$ cat src/rtl/fft_agu_if.sv
// fft_agu_if: controller/datapath bundle of the FFT address generation unit
interface fft_agu_if #(
  parameter int MAX_LOG2 = 10
);
  logic                              start;
  logic [$clog2(MAX_LOG2+1)-1:0]     log2_n;
  logic                              rd_valid;
  logic                              rd_ready;
  logic [MAX_LOG2-1:0]               rd_addr_a;
  logic [MAX_LOG2-1:0]               rd_addr_b;
  logic [MAX_LOG2-2:0]               tw_idx;
  logic [$clog2(MAX_LOG2)-1:0]       stage;
  logic                              bank_sel;
  logic                              wr_valid;
  logic [MAX_LOG2-1:0]               wr_addr_a;
  logic [MAX_LOG2-1:0]               wr_addr_b;
  logic                              wr_bank;
  logic                              busy;
  logic                              done;
  logic                              cfg_err;
  modport master (
    input  start, log2_n, rd_ready,
    output rd_valid, rd_addr_a, rd_addr_b, tw_idx, stage, bank_sel,
           wr_valid, wr_addr_a, wr_addr_b, wr_bank, busy, done, cfg_err
  );
  modport slave (
    output start, log2_n, rd_ready,
    input  rd_valid, rd_addr_a, rd_addr_b, tw_idx, stage, bank_sel,
           wr_valid, wr_addr_a, wr_addr_b, wr_bank, busy, done, cfg_err
  );
endinterface

$ cat src/rtl/fft_agu_pipelined.sv
// fft_agu_pipelined: radix-2 in-place FFT butterfly address generator; define FFT_AGU_BITREV_EN for bit-reversed stage-0 reads
module fft_agu_pipelined #(
  parameter int MAX_LOG2 = 10,
  parameter int BFLY_LAT = 4
) (
  input logic       clk,
  input logic       rst_n,
  fft_agu_if.master bus
);
  localparam int AW = MAX_LOG2;
  localparam int LW = $clog2(MAX_LOG2 + 1);
  localparam int SW = $clog2(MAX_LOG2);
  localparam int DW = $clog2(BFLY_LAT + 1);
  localparam logic [SW-1:0] TOP = SW'(MAX_LOG2 - 1);
  typedef enum logic [1:0] {IDLE, RUN, DRAIN, DONE} state_t;
  state_t state, state_n;
  logic [LW-1:0] n_q;
  logic [SW-1:0] stage;
  logic [AW-1:0] grp, j, stride, grp_last, nat_a, nat_b, out_a, out_b;
  logic [DW-1:0] dcnt;
  logic bank_sel, cfg_err, fire, last_j, last, legal, go, drain_end, more;
  logic [BFLY_LAT-1:0] dv, dbk;
  logic [BFLY_LAT-1:0][AW-1:0] da, db;
  assign legal     = bus.log2_n != '0 && bus.log2_n <= LW'(MAX_LOG2);
  assign go        = state == IDLE && bus.start;
  assign fire      = state == RUN && bus.rd_ready;
  assign stride    = AW'(1) << stage;
  assign grp_last  = (AW'(1) << (n_q - LW'(1) - LW'(stage))) - AW'(1);
  assign last_j    = j == stride - AW'(1);
  assign last      = last_j && grp == grp_last;
  assign more      = LW'(stage) < n_q - LW'(1);
  assign drain_end = state == DRAIN && dcnt == DW'(BFLY_LAT - 1);
  assign nat_a     = (grp << ((SW+1)'(stage) + (SW+1)'(1))) + j;
  assign nat_b     = nat_a + stride;
`ifdef FFT_AGU_BITREV_EN
  // reverse all AW bits, then drop the unused low bits to reverse over log2_n
  function automatic logic [AW-1:0] brev(input logic [AW-1:0] x, input logic [LW-1:0] n);
    logic [AW-1:0] r;
    for (int i = 0; i < AW; i++) r[i] = x[AW-1-i];
    return r >> (LW'(MAX_LOG2) - n);
  endfunction
  assign out_a = stage == '0 ? brev(nat_a, n_q) : nat_a;
  assign out_b = stage == '0 ? brev(nat_b, n_q) : nat_b;
`else
  assign out_a = nat_a;
  assign out_b = nat_b;
`endif
  always_ff @(posedge clk or negedge rst_n)
    if (!rst_n) state <= IDLE;
    else        state <= state_n;
  always_comb begin
    state_n = state;
    unique case (state)
      IDLE:  state_n = go && legal ? RUN : IDLE;
      RUN:   state_n = fire && last ? DRAIN : RUN;
      DRAIN: state_n = drain_end ? (more ? RUN : DONE) : DRAIN;
      DONE:  state_n = bus.start ? DONE : IDLE;
    endcase
  end
  always_ff @(posedge clk or negedge rst_n)
    if (!rst_n) begin
      n_q      <= '0;
      stage    <= '0;
      grp      <= '0;
      j        <= '0;
      bank_sel <= 1'b0;
      dcnt     <= '0;
      cfg_err  <= 1'b0;
    end else begin
      cfg_err <= go && !legal;
      dcnt    <= state == DRAIN ? dcnt + DW'(1) : '0;
      if (go && legal) begin
        n_q      <= bus.log2_n;
        stage    <= '0;
        grp      <= '0;
        j        <= '0;
        bank_sel <= 1'b0;
      end
      if (fire) begin
        j   <= last_j ? '0 : j + AW'(1);
        grp <= last_j ? grp + AW'(1) : grp;
      end
      if (drain_end && more) begin
        stage    <= stage + SW'(1);
        grp      <= '0;
        j        <= '0;
        bank_sel <= ~bank_sel;
      end
    end
  // write-side delay line shifts every cycle so stalls never stretch the butterfly latency
  always_ff @(posedge clk or negedge rst_n)
    if (!rst_n) begin
      dv  <= '0;
      dbk <= '0;
      da  <= '0;
      db  <= '0;
    end else begin
      dv[0]  <= fire;
      da[0]  <= fire ? nat_a : '0;
      db[0]  <= fire ? nat_b : '0;
      dbk[0] <= fire & ~bank_sel;
      for (int i = 1; i < BFLY_LAT; i++) begin
        dv[i]  <= dv[i-1];
        da[i]  <= da[i-1];
        db[i]  <= db[i-1];
        dbk[i] <= dbk[i-1];
      end
    end
  assign bus.rd_valid  = state == RUN;
  assign bus.rd_addr_a = state == RUN ? out_a : '0;
  assign bus.rd_addr_b = state == RUN ? out_b : '0;
  assign bus.tw_idx    = state == RUN ? (AW-1)'(j << (TOP - stage)) : '0;
  assign bus.stage     = stage;
  assign bus.bank_sel  = bank_sel;
  assign bus.wr_valid  = dv[BFLY_LAT-1];
  assign bus.wr_addr_a = da[BFLY_LAT-1];
  assign bus.wr_addr_b = db[BFLY_LAT-1];
  assign bus.wr_bank   = dbk[BFLY_LAT-1];
  assign bus.busy      = state == RUN || state == DRAIN;
  assign bus.done      = state == DONE;
  assign bus.cfg_err   = cfg_err;
endmodule

$ cat src/flat_wrapper.sv
// flat-port wrapper written by rule: the top's interface ports become plain ports
module fft_agu_pipelined_flat 
#(
  parameter int MAX_LOG2 = 10,
  parameter int BFLY_LAT = 4
)
  (clk, rst_n, bus_start, bus_log2_n, bus_rd_ready, bus_rd_valid, bus_rd_addr_a, bus_rd_addr_b, bus_tw_idx, bus_stage, bus_bank_sel, bus_wr_valid, bus_wr_addr_a, bus_wr_addr_b, bus_wr_bank, bus_busy, bus_done, bus_cfg_err);
  fft_agu_if #(.MAX_LOG2(MAX_LOG2)) bus_i ();
  input logic clk;
  input logic rst_n;
  input wire logic [$bits(bus_i.start)-1:0] bus_start;
  input wire logic [$bits(bus_i.log2_n)-1:0] bus_log2_n;
  input wire logic [$bits(bus_i.rd_ready)-1:0] bus_rd_ready;
  output wire logic [$bits(bus_i.rd_valid)-1:0] bus_rd_valid;
  output wire logic [$bits(bus_i.rd_addr_a)-1:0] bus_rd_addr_a;
  output wire logic [$bits(bus_i.rd_addr_b)-1:0] bus_rd_addr_b;
  output wire logic [$bits(bus_i.tw_idx)-1:0] bus_tw_idx;
  output wire logic [$bits(bus_i.stage)-1:0] bus_stage;
  output wire logic [$bits(bus_i.bank_sel)-1:0] bus_bank_sel;
  output wire logic [$bits(bus_i.wr_valid)-1:0] bus_wr_valid;
  output wire logic [$bits(bus_i.wr_addr_a)-1:0] bus_wr_addr_a;
  output wire logic [$bits(bus_i.wr_addr_b)-1:0] bus_wr_addr_b;
  output wire logic [$bits(bus_i.wr_bank)-1:0] bus_wr_bank;
  output wire logic [$bits(bus_i.busy)-1:0] bus_busy;
  output wire logic [$bits(bus_i.done)-1:0] bus_done;
  output wire logic [$bits(bus_i.cfg_err)-1:0] bus_cfg_err;
  assign bus_i.start = bus_start;
  assign bus_i.log2_n = bus_log2_n;
  assign bus_i.rd_ready = bus_rd_ready;
  assign bus_rd_valid = bus_i.rd_valid;
  assign bus_rd_addr_a = bus_i.rd_addr_a;
  assign bus_rd_addr_b = bus_i.rd_addr_b;
  assign bus_tw_idx = bus_i.tw_idx;
  assign bus_stage = bus_i.stage;
  assign bus_bank_sel = bus_i.bank_sel;
  assign bus_wr_valid = bus_i.wr_valid;
  assign bus_wr_addr_a = bus_i.wr_addr_a;
  assign bus_wr_addr_b = bus_i.wr_addr_b;
  assign bus_wr_bank = bus_i.wr_bank;
  assign bus_busy = bus_i.busy;
  assign bus_done = bus_i.done;
  assign bus_cfg_err = bus_i.cfg_err;
  fft_agu_pipelined #(.MAX_LOG2(MAX_LOG2), .BFLY_LAT(BFLY_LAT)) u_core (.clk(clk), .rst_n(rst_n), .bus(bus_i));
endmodule
$ cat config.mk
export PLATFORM = sky130hd
export DESIGN_NAME = fft_agu_pipelined_flat
export DESIGN_NICKNAME = d
export VERILOG_FILES = /design/src/rtl/fft_agu_if.sv /design/src/rtl/fft_agu_pipelined.sv /design/src/flat_wrapper.sv
export SDC_FILE = /design/constraint.sdc
export NUM_CORES = 1
export LEC_CHECK = 0
export ABC_CLOCK_PERIOD_IN_PS = 14120
export CORE_ASPECT_RATIO = 1.25
export CORE_MARGIN = 10
export CORE_UTILIZATION = 45
export CTS_CLUSTER_SIZE = 40
export DETAILED_ROUTE_END_ITERATION = 7
export GPL_TIMING_DRIVEN = 0
export PLACE_DENSITY = 0.63
export SETUP_SLACK_MARGIN = 0.4
export SLEW_MARGIN = 30
export SYNTH_ARGS = -nofsm -noshare
export SYNTH_HDL_FRONTEND = slang
export SYNTH_SLANG_ARGS = --single-unit
$ cat constraint.sdc
create_clock -name clk -period 14.12 [get_ports clk]
set_input_delay 2.118 -clock clk [delete_from_list [all_inputs] [get_ports clk]]
set_output_delay 2.118 -clock clk [all_outputs]
set_load 0.02 [all_outputs]
==> results of run 1 <==
-- routing by layer --
metal  track usage, %  routed length (µm)
met2             27.9                8000
met5                0                   0
met1             17.4                6290
met3             3.72                 707
met4             7.98                 420
-- cells by family after synthesis --
| group | after synthesis | synth area share (%) |
|---|---|---|
| buffers and inverters | 77 | 5.94 |
| DFF | 123 | 45.8 |
| adders and majority gates | 45 | 8.71 |
| muxes | 25 | 4.21 |
| AOI/OAI and AO/OA | 116 | 11.3 |
| xor gates and xnor gates | 39 | 5.31 |
| and+or+nand+nor | 243 | 18.8 |
-- state kept, by name (all words and copies together), names as in the netlist --
signal,flops
u_core.dv,4
u_core.state,2
u_core.bus.stage,4
u_core.da,30
u_core.n_q,4
u_core.bus.wr_addr_b,10
u_core.dcnt,3
u_core.bus.wr_addr_a,10
u_core.grp,10
u_core.db,30
u_core.dbk,4
u_core.bus.cfg_err,1
u_core.bus.bank_sel,1
u_core.j,10
-- metrics by stage --
stage	cells	setup WS (ns)	instance area (µm²)	hold slack, ns
2_1_floorplan	668	7.18	6720	0.331
3_3_place_gp	912	5.97	7600	0.331
3_5_place_dp	913	5.93	7640	0.335
4_1_cts	944	5.47	8260	0.345
5_1_grt	944	4.90	8260	0.352
6_report	944	5.53	8260	0.344
-- cell usage in the layout, fill, tap and decap left out, drive strengths merged, types with 7 or more instances in the layout --
| cell type | n |
|---|---|
| a21oi | 26 |
| nand4 | 8 |
| xor2 | 21 |
| nor3b | 8 |
| nand2b | 10 |
| nand2 | 54 |
| nor2b | 17 |
| clkdlybuf4s50 | 65 |
| dfrtp | 123 |
| xnor2 | 18 |
| mux2i | 17 |
| ha | 42 |
| and3 | 18 |
| and2 | 28 |
| o21ai | 41 |
| clkinv | 7 |
| clkbuf | 37 |
| nor3 | 13 |
| nor2 | 52 |
| inv | 26 |
| nand3 | 16 |
| buf | 35 |
-- worst paths after layout --
| kind | to | slack, ns | cells past startpoint |
|---|---|---|---|
| max | bus_rd_addr_b[9] | 5.53 | 21 |
| min | u_core.da[23] | 0.34 | 0 |
| max reg2reg | u_core.db[9] | 8.59 | 20 |
| min reg2reg | u_core.da[23] | 0.34 | 0 |
| max in group asynchronous | u_core.bus.stage[3] | 11.86 | 2 |
| min in group asynchronous | u_core.bus.wr_addr_a[8] | 1.58 | 1 |
-- final cells by class --
| type | instances | area [µm²] | share of cell area, % |
|---|---|---|---|
| multi-input combinational | 468 | 3240 | 39.3 |
| tap | 178 | 223 | 2.70 |
| timing repair buffer | 67 | 693 | 8.39 |
| sequential | 123 | 3080 | 37.3 |
| buffer | 50 | 298 | 3.60 |
| clock inverter | 11 | 169 | 2.04 |
| clock buffer | 20 | 457 | 5.53 |
| inverter | 27 | 101 | 1.23 |
-- power breakdown --
part	leakage, nW	switching, W	internal, W
Clock	0.306	0.000152	0.000303
Sequential	1.70	0.00000905	0.000369
Combinational	1.96	0.000150	0.0000998
==> impl_summary.md, run 1 <==
Status
The run finished with clean final reports.

Critical path
For the worst setup path, the data arrival time is 6.47 ns. The critical-path maximum fanout is 10. The category of the most critical setup path is flop to primary output. On the critical path the largest part of the delay comes from buffers and inverters.

Counting both buffers and inverters, the worst setup path holds a total of 6. The largest stage delay on the critical path is 0.63 ns. Walking the worst path, the cells encountered are clkbuf_1 -> inv_1 -> ha_1 -> clkbuf_1 -> buf_2 -> mux2_2 -> a21oi_1 -> nor2_1 -> ha_1 -> a21oi_1 -> o21ai_1 -> o31ai_1 -> xor2_1 -> inv_1 -> ha_1 -> a31o_2 -> a21oi_1 -> xnor2_1 -> xnor2_1 -> nor2b_1 -> clkdlybuf4s50_1. The most critical setup path has its startpoint at u_core.bus.stage[1].

The worst setup path is launched from a flop. The required time at the worst-slack endpoint is 12.00 ns. The master of the slowest instance on the critical path is clkdlybuf4s50_1.

The worst register-to-register path begins at u_core.bus.stage[1]. The kind of capture point of the worst setup path is a primary output.

Synthesis
The portion of the post-synthesis area used by sequential elements is 45.8%. For this run, the number of Yosys warnings is 0. Synthesis produced 668 cells. The area fraction of the dominant cell type after synthesis is 45.8%.

The biggest area consumer among synthesized cells is dfrtp_1. The post-synthesis instance area is 0.00672 mm². The distinct cell type count after synthesis is 68. Of all flip-flops after synthesis, the portion carrying an async set or reset was 100%. Counting flops and latches in the post-synthesis netlist gives 123.

After synthesis, the cell types taking the most area are dfrtp_1 (46%), ha_1 (7.8%), nand2_1 (3.0%). The predominant post-synthesis flop cell is dfrtp_1. The commonest cells after synthesis are dfrtp_1 (123), nand2_1 (54), nor2_1 (52). A synthesized cell averages 10.1 µm². The net count of the mapped netlist is 721.

Yosys instantiated no cell more often than dfrtp_1. The synthesized design contains 0 enable-type register cells.

Layout
The area added between synthesis and finish is 22.9%. The post-route core utilization is 56.9%. The count of inserted antenna diode cells is 0. The fill cell total of the finished layout is 1,250.

The share of post-route cells with drive strength above 1 is 10.7%. The final layout contains 807 nets.

Clocking
The number of hold buffers added after CTS was 0. The count of H-tree levels built during CTS is 4. The post-CTS repair timing setup buffer count is 0.

The count of clock tree sinks is 123. The root buffer cell is clkbuf_16. The later pin in the worst-skew pair is clocked with a latency of 0.42 ns. TritonCTS created 17 clock buffers. Counting along the longest clock path gives a buffer depth of 2. TritonCTS built the clock tree.

The CTS clock-pin slew for the worst setup and hold paths is 0.05 ns. Once the clock tree was built, the resizer swapped 0 gates to a different size.

Global routing
The via count of the first global-routing pass is 5,114. Global routing consumed, over all layers together, 15.8% of the routing resources. The total global routing overflow is 0. The number of antenna violations at the first check in global routing was 0. The maximum number of pins on one net before global-route repair is 82. The first global-routing pass estimated 25,400 µm of wire.

Route
The average routed wire per standard cell is 16.3 µm. Using the TritonRoute via totals, the vias-per-cell ratio works out to 5.33. The number of optimization iterations in the first detailed-route pass is 4. The final layout contains routed wiring with a total length of 15,400 µm. The count of nets left with antenna violations once routing finished came out at 0. The total via count in the routed design is 5,031.

The DRC violation count after routing is 0. The iteration-0 DRC count of the detailed router is 278.

STA
Setup repair after global routing left no endpoint under its margin. The final critical delay including setup and external delays is 8.59 ns. For the pin with the worst max-slew slack, the measured transition is 0.655 ns. In the finished design, the share of the clock period the worst path needs comes to 60.8%. The worst clock skew is 0.00823 ns. The final hold violation count is 0.

The number of failing setup endpoints in the final timing report is 0. The number of max-slew violations in the final report is 0. Summed over all failing endpoints, the final setup total negative slack is 0 ns. In this run the tightest slew margin relative to its limit is 56.3%.

The top achievable clock speed is 116 MHz.

Floorplanning
The site row count is 49. Once the floorplan was initialized, standard cells occupied 46.3% of the core. The floorplan step defined a die boundary enclosing 0.0203 mm². The placeable core area is 0.0145 mm².

The number of primary I/O pins is 68. The floorplan step set the die width to 129 µm. From bottom edge to top edge, the die measures 157 µm.

Pwr
The power density normalized to cell area is 131 mW/mm². The worst-case IR drop observed on VDD is 60.7 µV. The leakage power is 3.97 nW. The total power draw is 0.00108 W.

Min path
The start point of the worst hold path is u_core.da[13]. The worst hold path belongs to the class flop to flop.

Run
Across the run, the number of max-cap violations was 0.

Placement
The count of input and output buffers is 66. The last weighted congestion value of the routability-driven placer is 0.922. The sum of net half-perimeters after detailed placement is 11,900 µm.
(Power assumes the default switching activity.)
==> run 2, diff against run 1 <==
--- a/config.mk
+++ b/config.mk
@@ -5,7 +5,7 @@
 export SDC_FILE = /design/constraint.sdc
 export NUM_CORES = 1
 export LEC_CHECK = 0
-export ABC_CLOCK_PERIOD_IN_PS = 14120
+export ABC_CLOCK_PERIOD_IN_PS = 8200
 export CORE_ASPECT_RATIO = 1.25
 export CORE_MARGIN = 10
 export CORE_UTILIZATION = 45
==> constraint.sdc (replaced) <==
create_clock -name clk -period 8.2 [get_ports clk]
set_input_delay 1.23 -clock clk [delete_from_list [all_inputs] [get_ports clk]]
set_output_delay 1.23 -clock clk [all_outputs]
set_load 0.02 [all_outputs]
==> run 2 against run 1 <==
Net effect: utilization up 0.11 points; global-route usage stayed put; critical path depth is 2 higher; via count up 0.34%; non-clock buffer count is the same; clock-buffer cell count unchanged; clock power is 72% higher; critical path type unchanged; largest power group unchanged.
==> impl_summary.md, run 2 (synthesis results as in run 1) <==
STA
The number of max-slew violations in the final report is 0 (unchanged). Static timing analysis puts the maximum clock frequency at 139 MHz. The worst clock skew is 0.00786 ns (-0.000364 ns). The final worst slack was 0.989 ns (-4.54 ns). The number of failing setup endpoints in the final timing report came to 0 (unchanged). The routed design could run at a clock period as short as 7.21 ns. Setup repair after global routing left no endpoint under its margin.

The actual slew at the worst max-slew pin was 0.661 ns (+0.00535 ns). The aggregate negative setup slack is 0 ns (unchanged). The worst path uses 87.9% of the clock period. The minimum hold slack was 0.342 ns (-0.00161 ns). The final hold violation count is 0 (unchanged). The relative max-transition margin was 55.9% (-0.36 points).

Global routing
The wire length of the first global-routing pass was 25,400 µm (unchanged). The number of antenna violations at the first check in global routing is 0 (unchanged). The total track usage is 15.8% (unchanged). The maximum number of pins on one net before global-route repair came to 82 (unchanged).

The total global routing overflow came to 0 (unchanged). The via count of the first global-routing pass is 5,114 (unchanged).

Clocking
The clock buffer count from CTS is 17 (unchanged). The post-CTS repair timing setup buffer count was 0 (unchanged). The root buffer cell is clkbuf_16. The count of H-tree levels built during CTS was 4 (unchanged). The TritonCTS clock tree is built. The clock insertion delay at the later pin of the skew report is 0.41 ns (about the same). The count of clock tree sinks is 123 (unchanged). The CTS clock-pin slew for the worst setup and hold paths is 0.06 ns (about the same). The number of buffers between clock root and the deepest sink is 2 (unchanged).

Critical path
The worst setup path is captured at a primary output. The worst setup path is of the flop to primary output kind. The count of buffer and inverter cells on the critical path is 5 (-1). The largest stage delay on the critical path was 0.63 ns (about the same). The master of the slowest instance on the critical path is clkdlybuf4s50_1. The required time at the worst-slack endpoint came to 6.97 ns (-5.03 ns). The critical path's most frequent cell is a21oi_1.

The family with the most delay on the worst path is buffers and inverters. The critical-path maximum fanout came to 10 (unchanged). The arrival time of data at the critical path endpoint came to 5.98 ns (-0.49 ns). The number of cells on the worst reg-to-reg path is 22 (+10%). The logic depth of the worst path, buffers included is 23 (+9.5%). The worst setup path is launched from a flop.

The signal on the critical path passes through buf_2 -> inv_1 -> ha_1 -> clkbuf_2 -> clkbuf_4 -> mux2_2 -> a21oi_1 -> nor2_1 -> ha_1 -> a21o_1 -> a21oi_1 -> o21bai_1 -> a21oi_1 -> xnor2_1 -> ha_1 -> o21ai_0 -> nand2b_1 -> a31o_2 -> a21oi_1 -> xnor2_1 -> xnor2_1 -> nor2b_1 -> clkdlybuf4s50_1.

Route
The total via count in the routed design is 5,048 (+0.34%). The via density per instance came to 5.35 (+0.34%). The number of optimization iterations in the first detailed-route pass was 5 (+1). The average routed wire per standard cell is 16.3 µm (-0.20%). The post-detailed-routing wire length is 15,400 µm (-0.20%).

The post-detailed-route count of antenna-violating nets came to 0 (unchanged). The iteration-0 DRC count of the detailed router is 280 (+0.72%). The DRC violation count after routing is 0 (unchanged).

Floorplanning
The total die area came to 0.0203 mm² (unchanged). The site row count is 49 (unchanged). The placeable core area was 0.0145 mm² (unchanged). The initial cell density of the core is 46.3% (unchanged). The height of the die is 157 µm (unchanged). The number of primary I/O pins is 68 (unchanged).

The width of the chip came to 129 µm (unchanged).

Layout
The area added between synthesis and finish is 23.2%. The most frequent standard cell in the layout excluding fill and tap cells is dfrtp_1. The count of inserted antenna diode cells is 0 (unchanged). The library cells used most frequently in the layout, excluding fill and tap cells, are dfrtp_1 (122), clkdlybuf4s50_1 (65), nand2_1 (54). The fill cell total of the finished layout is 1,249 (-0.080%). The share of post-route cells with drive strength above 1 was 11.4% (+0.65 points). The largest registers in the layout are u_core.da (30), u_core.db (30). The post-route core utilization came to 57.0% (+0.11 points).

The number of cells in the finished layout apart from fillers is 944 (unchanged). The number of nets in the finished design is 807 (unchanged).

Pwr
The largest voltage drop on the vdd net is 103 µV (+69%). The switching power as a share of total power is 28.6% (-0.11 points). The internal power consumption came to 0.00133 W (+72%). The portion of total power attributed to the clock network is 41.9% (about the same). The register share of total power came to 34.9% (about the same). The net switching power is 0.000533 W (+71%). The power density normalized to cell area is 225 mW/mm² (+72%).

The leakage power came to 3.97 nW (about the same). The fraction of power consumed by combinational cells is 23.1% (about the same).

Status
The flow ran to the end, and the final reports show no timing, DRC or antenna violations.

Placement
The sum of net half-perimeters after detailed placement came to 11,900 µm (unchanged). The count of input and output buffers came to 66 (unchanged). The placement-stage worst setup slack was 0.897 ns (-5.03 ns). The last weighted congestion value of the routability-driven placer is 0.922 (unchanged). The number of placed instances, taps included is 913 (unchanged).

Min path
The path class of the lowest-slack min-delay path is flop to flop. The worst hold path cell count was 0 (unchanged).

Run
The number of violations of the max-capacitance limit was 0 (unchanged).
## run 2: changes by cell type in the layout (fill, tap and decap cells not counted), sizes merged
cell    delta
clkbuf     +1
buf        -1
## run 2: worst paths after layout
kind                                          start                 endpoint  slack (ns)
worst max register to register  u_core.bus.stage[0]             u_core.db[9]        3.16
worst max-delay path            u_core.bus.stage[0]         bus_rd_addr_b[9]        0.99
max in group asynchronous                     rst_n      u_core.bus.stage[1]        6.81
worst min-delay path                  u_core.da[13]            u_core.da[23]        0.34
worst min register to register        u_core.da[13]            u_core.da[23]        0.34
min in group asynchronous                     rst_n  u_core.bus.wr_addr_a[8]        0.70
## run 2: area by class of cell
type / instances / area [µm²] / area share (%)
flip-flops and latches: 123 / 3080 / 37.2
repair buffers: 67 / 693 / 8.37
multi-input cells: 468 / 3250 / 39.3
clock inverters: 11 / 169 / 2.04
clock buffers: 20 / 457 / 5.52
plain buffers: 50 / 303 / 3.66
inverters: 27 / 101 / 1.22
well taps: 178 / 223 / 2.69
## run 2: power groups by stage
stage               Combinational [W]  Clock [W]  Sequential [W]
floorplan                    0.000308          0        0.000659
global placement             0.000414          0        0.000660
detailed placement           0.000430          0        0.000661
CTS                          0.000433   0.000799        0.000651
global route                 0.000481   0.000826        0.000654
finish                       0.000431   0.000781        0.000651
## run 2: worst reg2reg max path, cell delays in order, from the launching register on
cell,delay [ns]
dfrtp_1,0.43
buf_2,0.28
inv_1,0.19
ha_1,0.31
clkbuf_2,0.18
clkbuf_4,0.25
mux2_2,0.36
a21oi_1,0.20
nor2_1,0.10
ha_1,0.33
a21o_1,0.19
a21oi_1,0.23
o21bai_1,0.10
a21oi_1,0.22
xnor2_1,0.23
ha_1,0.32
o21ai_0,0.09
nand2b_1,0.09
a31o_2,0.24
a21oi_1,0.19
xnor2_1,0.16
xnor2_1,0.16
nor2_1,0.07
## run 2: through the flow
stage | cell area [µm²] | total power (W)
2_1_floorplan | 6720 | 0.000967
3_3_place_gp | 7600 | 0.00107
3_5_place_dp | 7640 | 0.00109
4_1_cts | 8260 | 0.00188
5_1_grt | 8280 | 0.00196
6_report | 8280 | 0.00186
## run 2: timing repair
| item | in CTS | in global routing |
|---|---|---|
| hold buffers | 0 | 0 |
| setup endpoints to repair | 0 | 2 |
| hold endpoints to repair | 0 | 0 |
| resized for setup | 0 | 8 |
## run 2: per-layer routing
layer	vias to the layer above	wire [µm]	GRT usage [%]
li1	2454	-	-
met1	2449	6240	17.4
met2	118	8050	27.9
met3	27	711	3.72
met4	0	384	7.98
met5	-	0	0
